File: src/rtl/mem_wait_if.sv
// Memory request/response bundle between the microprogrammed controller (master)
// and mem_wait_unit (slave).
interface mem_wait_if #(
  parameter int unsigned ADDR_W = 8,
  parameter int unsigned DATA_W = 16
);
  logic              mem_rd;
  logic              mem_wr;
  logic [ADDR_W-1:0] addr;
  logic [DATA_W-1:0] wdata;
  logic              wait_;
  logic [DATA_W-1:0] rdata;
  logic              busy;

  modport master (
    output mem_rd, mem_wr, addr, wdata,
    input  wait_, rdata, busy
  );

  modport slave (
    input  mem_rd, mem_wr, addr, wdata,
    output wait_, rdata, busy
  );
endinterface

File: src/rtl/mem_wait_unit.sv
// Fixed-latency synchronous word memory that stalls the controller through wait_.
// Define MEM_STATS_EN to add completed-read/write counters (rd_cnt, wr_cnt).
module mem_wait_unit #(
  parameter int unsigned ADDR_W  = 8,
  parameter int unsigned DATA_W  = 16,
  parameter int unsigned LATENCY = 3
) (
  input  logic        clk,
  input  logic        reset,
  mem_wait_if.slave   bus
`ifdef MEM_STATS_EN
  ,
  output logic [15:0] rd_cnt,
  output logic [15:0] wr_cnt
`endif
);

  typedef enum logic [1:0] {StIdle, StBusy, StDone} state_e;

  localparam logic [3:0] LatM1 = 4'(LATENCY - 1);
  localparam bit         Lat1  = (LATENCY == 1);

  logic [DATA_W-1:0] mem [2**ADDR_W];

  state_e            state_q;
  logic [3:0]        cnt_q;
  logic              op_wr_q;
  logic [ADDR_W-1:0] addr_q;
  logic [DATA_W-1:0] wdata_q;
  logic [DATA_W-1:0] rdata_q;
  logic              busy_q;

  logic              req;
  logic              acc_idle;
  logic              acc_fire;
  logic              acc_wr;
  logic [ADDR_W-1:0] acc_addr;
  logic [DATA_W-1:0] acc_wdata;

  assign req       = bus.mem_rd | bus.mem_wr;
  assign bus.wait_ = req & (state_q != StDone);
  assign bus.rdata = rdata_q;
  assign bus.busy  = busy_q;

  // With LATENCY == 1 the access uses the live inputs on the accepting edge;
  // otherwise it uses the operands latched when the request was accepted.
  always_comb begin
    acc_idle  = 1'b0;
    acc_fire  = 1'b0;
    acc_wr    = op_wr_q;
    acc_addr  = addr_q;
    acc_wdata = wdata_q;
    if (Lat1 && (state_q == StIdle) && req) begin
      acc_idle = 1'b1;
    end
    if (acc_idle) begin
      acc_wr    = bus.mem_wr;
      acc_addr  = bus.addr;
      acc_wdata = bus.wdata;
    end
    acc_fire = !reset && (acc_idle || ((state_q == StBusy) && (cnt_q == 4'd1)));
  end

  always_ff @(posedge clk) begin
    if (acc_fire && acc_wr) begin
      mem[acc_addr] <= acc_wdata;
    end
  end

  always_ff @(posedge clk) begin
    if (reset) begin
      state_q <= StIdle;
      cnt_q   <= 4'd0;
      rdata_q <= '0;
      busy_q  <= 1'b0;
      op_wr_q <= 1'b0;
      addr_q  <= '0;
      wdata_q <= '0;
    end else begin
      if (acc_fire && !acc_wr) begin
        rdata_q <= mem[acc_addr];
      end
      case (state_q)
        StIdle: begin
          if (req) begin
            op_wr_q <= bus.mem_wr;
            addr_q  <= bus.addr;
            wdata_q <= bus.wdata;
            cnt_q   <= LatM1;
            state_q <= Lat1 ? StDone : StBusy;
            busy_q  <= !Lat1;
          end
        end
        StBusy: begin
          cnt_q <= cnt_q - 4'd1;
          if (cnt_q == 4'd1) begin
            state_q <= StDone;
            busy_q  <= 1'b0;
          end
        end
        StDone: begin
          state_q <= StIdle;
        end
        default: begin
          state_q <= StIdle;
          busy_q  <= 1'b0;
        end
      endcase
    end
  end

`ifdef MEM_STATS_EN
  logic [15:0] rd_cnt_q;
  logic [15:0] wr_cnt_q;

  always_ff @(posedge clk) begin
    if (reset) begin
      rd_cnt_q <= 16'd0;
      wr_cnt_q <= 16'd0;
    end else if (acc_fire) begin
      if (acc_wr) begin
        wr_cnt_q <= wr_cnt_q + 16'd1;
      end else begin
        rd_cnt_q <= rd_cnt_q + 16'd1;
      end
    end
  end

  assign rd_cnt = rd_cnt_q;
  assign wr_cnt = wr_cnt_q;
`endif

endmodule

File: src/flat_wrapper.sv
// flat-port wrapper written by rule: the top's interface ports become plain ports
module mem_wait_unit_flat 
#(
  parameter int unsigned ADDR_W  = 8,
  parameter int unsigned DATA_W  = 16,
  parameter int unsigned LATENCY = 3
)
  (clk, reset, bus_mem_rd, bus_mem_wr, bus_addr, bus_wdata, bus_wait_, bus_rdata, bus_busy);
  mem_wait_if #(.ADDR_W(ADDR_W), .DATA_W(DATA_W)) bus_i ();
  input  logic clk;
  input  logic reset;
  input wire logic [$bits(bus_i.mem_rd)-1:0] bus_mem_rd;
  input wire logic [$bits(bus_i.mem_wr)-1:0] bus_mem_wr;
  input wire logic [$bits(bus_i.addr)-1:0] bus_addr;
  input wire logic [$bits(bus_i.wdata)-1:0] bus_wdata;
  output wire logic [$bits(bus_i.wait_)-1:0] bus_wait_;
  output wire logic [$bits(bus_i.rdata)-1:0] bus_rdata;
  output wire logic [$bits(bus_i.busy)-1:0] bus_busy;
  assign bus_i.mem_rd = bus_mem_rd;
  assign bus_i.mem_wr = bus_mem_wr;
  assign bus_i.addr = bus_addr;
  assign bus_i.wdata = bus_wdata;
  assign bus_wait_ = bus_i.wait_;
  assign bus_rdata = bus_i.rdata;
  assign bus_busy = bus_i.busy;
  mem_wait_unit #(.ADDR_W(ADDR_W), .DATA_W(DATA_W), .LATENCY(LATENCY)) u_core (.clk(clk), .reset(reset), .bus(bus_i));
endmodule
File: config.mk
export PLATFORM = sky130hd
export DESIGN_NAME = mem_wait_unit_flat
export DESIGN_NICKNAME = d
export VERILOG_FILES = /design/src/rtl/mem_wait_if.sv /design/src/rtl/mem_wait_unit.sv /design/src/flat_wrapper.sv
export SDC_FILE = /design/constraint.sdc
export NUM_CORES = 2
export LEC_CHECK = 0
export BUFFER_PORTS_ARGS = -buffer_cell sky130_fd_sc_hd__buf_2
export CORE_MARGIN = 5
export CORE_UTILIZATION = 35
export DETAILED_ROUTE_END_ITERATION = 6
export PLACE_DENSITY = 0.55
export SLEW_MARGIN = 20
export SYNTH_ARGS = -nofsm -noshare
export SYNTH_HDL_FRONTEND = slang
export SYNTH_SLANG_ARGS = --single-unit
File: constraint.sdc
create_clock -name clk -period 4.2 [get_ports clk]
set_input_delay 0 -clock clk [delete_from_list [all_inputs] [get_ports clk]]
set_output_delay 0 -clock clk [all_outputs]
set_load 0.02 [all_outputs]
==> out/results.tsv <==
stage	metric	value	unit
sta	Fin Hold WS	120	ps
sta	RSZ-0062 raised after global routing	false	
critical_path	worst path arrival time	4940	ps
global_route	first-pass GRT wire length	678	mm
yosys	synth warn	0	
clock_network	Root Driver	clkbuf_16	
routing	number of iterations in the first detailed-routing pass	6	
die	total I/O pin count	46	
yosys	EDFF count, synth	4096	
finish	# fillers	39200	
yosys	synthesized cell area	0.159	sq mm
placement	DP HPWL	311	mm
critical_path	Critical Path Fanout Max	32	
global_route	grt total ovfl	0	
sta	fin crit period	4080	ps
routing	# DRC	0	
die	Initial Util	35.1	%
clock_network	Clock Sink Count	4144	
power_and_ir_drop	Pwr Density	480	mW/mm^2
critical_path	r2r worst-path depth	11	
critical_path	CP max stage cell	dfxtp_4	
yosys	Seq/Total Area, Yosys	78.1	%
sta	f_max	245	MHz
finish	commonest non-fill, non-tap cell in the layout	edfxtp_1	
placement	PortBufs	45	
yosys	syn_nets	7322	
critical_path	Crit. path cell count	11	
finish	# nets final	8279	
clock_network	number of setup buffers added after CTS	0	
power_and_ir_drop	Peak VDD IR	0.367	mV
placement	Placed Area	0.172	sq mm
critical_path	Buf/Inv on CP	4	
placement	GPL Wtd Cong	0.877	
finish	cell area after layout	0.187	sq mm
critical_path	type of destination of the critical path	flip-flop	
die	Rows	247	
global_route	largest net degree at the start of global routing	160	
critical_path	CP startpoint	u_core.acc_addr[1]$_SDFFE_PP0P_	
sta	Slew @ Worst Pin	1240	ps
critical_path	WS Path Type	reg2reg	
die	Die H	683	um
sta	Setup-failing EPs final	0	
sta	endpoints failing hold	0	
sta	max-slew violations	0	
clock_network	total number of H-tree levels	5	
yosys	Cells after Synth	7292	
power_and_ir_drop	Leak	57.6	nW
sta	Tcrit/Tclk final	97.2	%
clock_network	worst skew pair latency	1000	ps
routing	WL final	492	mm
critical_path	worst reg2reg setup slack	120	ps
yosys	#FFs+latches synth	4144	
critical_path	worst flop-to-flop path endpoint	u_core.bus.rdata[14]$_SDFFE_PP0P_	
sta	Sum Neg Setup Slack	0	ps
critical_path	Critical Path End	u_core.bus.rdata[14]$_SDFFE_PP0P_	
yosys	Compound-Gate Fraction of Synth Area	3.00	%
routing	post-route ant nets	0	
yosys	main combinational cell family by area after synthesis	multiplexers	
sta	slew margin rel.	17.5	%
clock_network	CTS buffer count	422	
die	Core Region	0.452	sq mm
finish	layout cells sized above 1	31.0	%
die	die width	683	um
routing	routed vias/inst	5.66	
critical_path	largest stage delay on the critical path	670	ps
yosys	Unique masters post-synth	78	
yosys	post-synthesis async set-or-reset flop share	0	%
yosys	Primary FF master, synth	edfxtp_1	
yosys	Simple-Gate Fraction of Synth Area	2.35	%
clock_network	Longest Clk Path Bufs	4	
routing	vias	82600	
yosys	Mapped Avg Cell Area	21.8	sq um
finish	layout overhead on the synthesized area	17.8	%
critical_path	Req. time, crit path	5060	ps
critical_path	CP cell instances	buf_12 > buf_12 > mux2i_1 > o32a_1 > o21ai_0 > nor4_1 > buf_4 > a31oi_1 > buf_4 > or4_1 > a32o_1	
clock_network	Clk pin slew, worst setup/hold paths	60	ps
routing	Iteration-0 DRC Markers	11400	
global_route	global-route usage over all layers	20.5	%
clock_network	CTS tree	built	
outcome	status	complete, no violations	
global_route	vias in the first global route	82200	
yosys	Post-Synth XOR/XNOR Area	0	%
die	die area	0.467	sq mm
finish	most frequent cells in the layout	edfxtp_1 (4096), mux4_2 (937), buf_4 (684), clkbuf_16 (426), mux2i_1 (234)	
critical_path	Worst setup SP type	flip-flop	
yosys	mux share of post-synthesis cell area	15.0	%
power_and_ir_drop	overall power	89.7	mW
critical_path	Reg2Reg Launch Point	u_core.acc_addr[1]$_SDFFE_PP0P_	
worst_hold_path	Hold Path Class	in2reg	
yosys	Synth Area in Adders	0.0158	%
critical_path	CP delay by family, top	simple AND/OR/NAND/NOR gates	
routing	drt wl/cell	33.7	um
sta	clock skew	69.2	ps
global_route	initial antenna violation count	33	
job	Max Cap Violations	0	
## kinds of logic (layout without fill, tap and decap cells)
| kind of cell | count (synthesis) | in the layout |
|---|---|---|
| compound gates | 671 | 671 |
| fa+ha+maj | 2 | 2 |
| buf+inv | 428 | 1739 |
| flops | 4144 | 4144 |
| mux | 1209 | 1209 |
| other cells | 0 | 11 |
| simple gates | 838 | 838 |
## registers in the layout, indices dropped and copies added, names as in the netlist
register and cells:
u_core.acc_addr 8, u_core.acc_wdata 16, u_core.acc_wr 1, u_core.bus.busy 1, u_core.bus.rdata 16, u_core.cnt_q 4
u_core.mem 4096, u_core.state_q 2
## worst min-delay path by stage
stage | startpoint | to | slack, ps | depth (start not counted)
floorplan | bus_wdata[0] | u_core.acc_wdata[0]$_SDFFE_PP0P_ | 130 | 2
global placement | bus_wdata[5] | u_core.acc_wdata[5]$_SDFFE_PP0P_ | 240 | 3
detailed placement | bus_wdata[6] | u_core.acc_wdata[6]$_SDFFE_PP0P_ | 240 | 3
global route | reset | u_core.cnt_q[2]$_SDFFE_PP0P_ | 120 | 4
CTS | reset | u_core.state_q[0]$_SDFFE_PP0P_ | 40 | 4
finish | reset | u_core.state_q[0]$_SDFFE_PP0P_ | 120 | 4
## worst reg2reg max path, cell delays in order (launching register included)
cell and delay, ps:
dfxtp_4 670, buf_12 300, buf_12 300, mux2i_1 490, o32a_1 220, o21ai_0 270
nor4_1 430, buf_4 220, a31oi_1 100, buf_4 180, or4_1 550, a32o_1 220
## metal layers
metal	wire (um)	vias to the layer above	global-route usage (%)
li1	-	32800	-
met1	197000	44900	28.2
met2	235000	4142	32.9
met3	40600	738	3.49
met4	19800	4	7.14
met5	23	-	0
## layout make-up
class                      count  area, sq um  share of cell area [%]
clock buffer                 524        11000                    5.91
tap                         5976         7480                    4.00
timing repair buffer         950         8710                    4.66
clock inverter               254         2520                    1.35
antenna                       11         27.5                  0.0147
inverter                      11         48.8                  0.0261
sequential                  4144       124000                    66.4
multi-input combinational   2720        33100                    17.7
## Yosys cell counts, drive strengths merged (8+ instances only)
cell type  instances  share of area (%)
clkbuf           128               0.31
dfxtp             48               0.61
o32ai              9              0.050
o221ai            26               0.14
mux2i            235                1.5
a31oi             16              0.063
nor2             409               0.97
a211oi            35               0.17
o22a              19               0.10
nand2b            14              0.055
o211ai            28               0.13
a21oi             78               0.25
nor4              17              0.071
a22oi            136               0.64
o2111ai           10              0.055
and2              24              0.095
o22ai            145               0.57
edfxtp          4096                 78
nor3              40               0.13
nand4b             8              0.044
nor2b             23              0.091
a2111oi           12              0.066
mux2              37               0.26
nand4             25              0.099
o21ai             50               0.16
a22o              14              0.077
or3                8              0.032
a221oi            24               0.13
inv               10              0.024
nand3             61               0.19
mux4             937                 13
or4                8              0.038
nand2            176               0.42
o41ai             12              0.066
buf              289                1.2
## through the flow
step | instances | utilization, % | setup slack, ps
after floorplan | 7292 | - | 962
after global placement | 13700 | 38.1 | -470
after detailed placement | 13700 | 38.1 | 50.2
after CTS | 14600 | 41.3 | 11.0
after global routing | 14600 | 41.3 | 6.29
final | 14600 | 41.3 | 119
## repair_timing
item | in CTS | in global routing
endpoints found under the hold margin | 33 | 0
setup endpoints to repair | 0 | 2
hold buffers | 103 | 0
resized for setup | 0 | 2
## power by group
group / internal (mW) / switching [mW] / total [mW] / leakage [nW]
clock: 21.1 / 16.0 / 37.1 / 6.59
combinational: 2.31 / 4.16 / 6.47 / 13.5
sequential: 45.8 / 0.336 / 46.1 / 37.5
(Power assumes the default switching activity.)
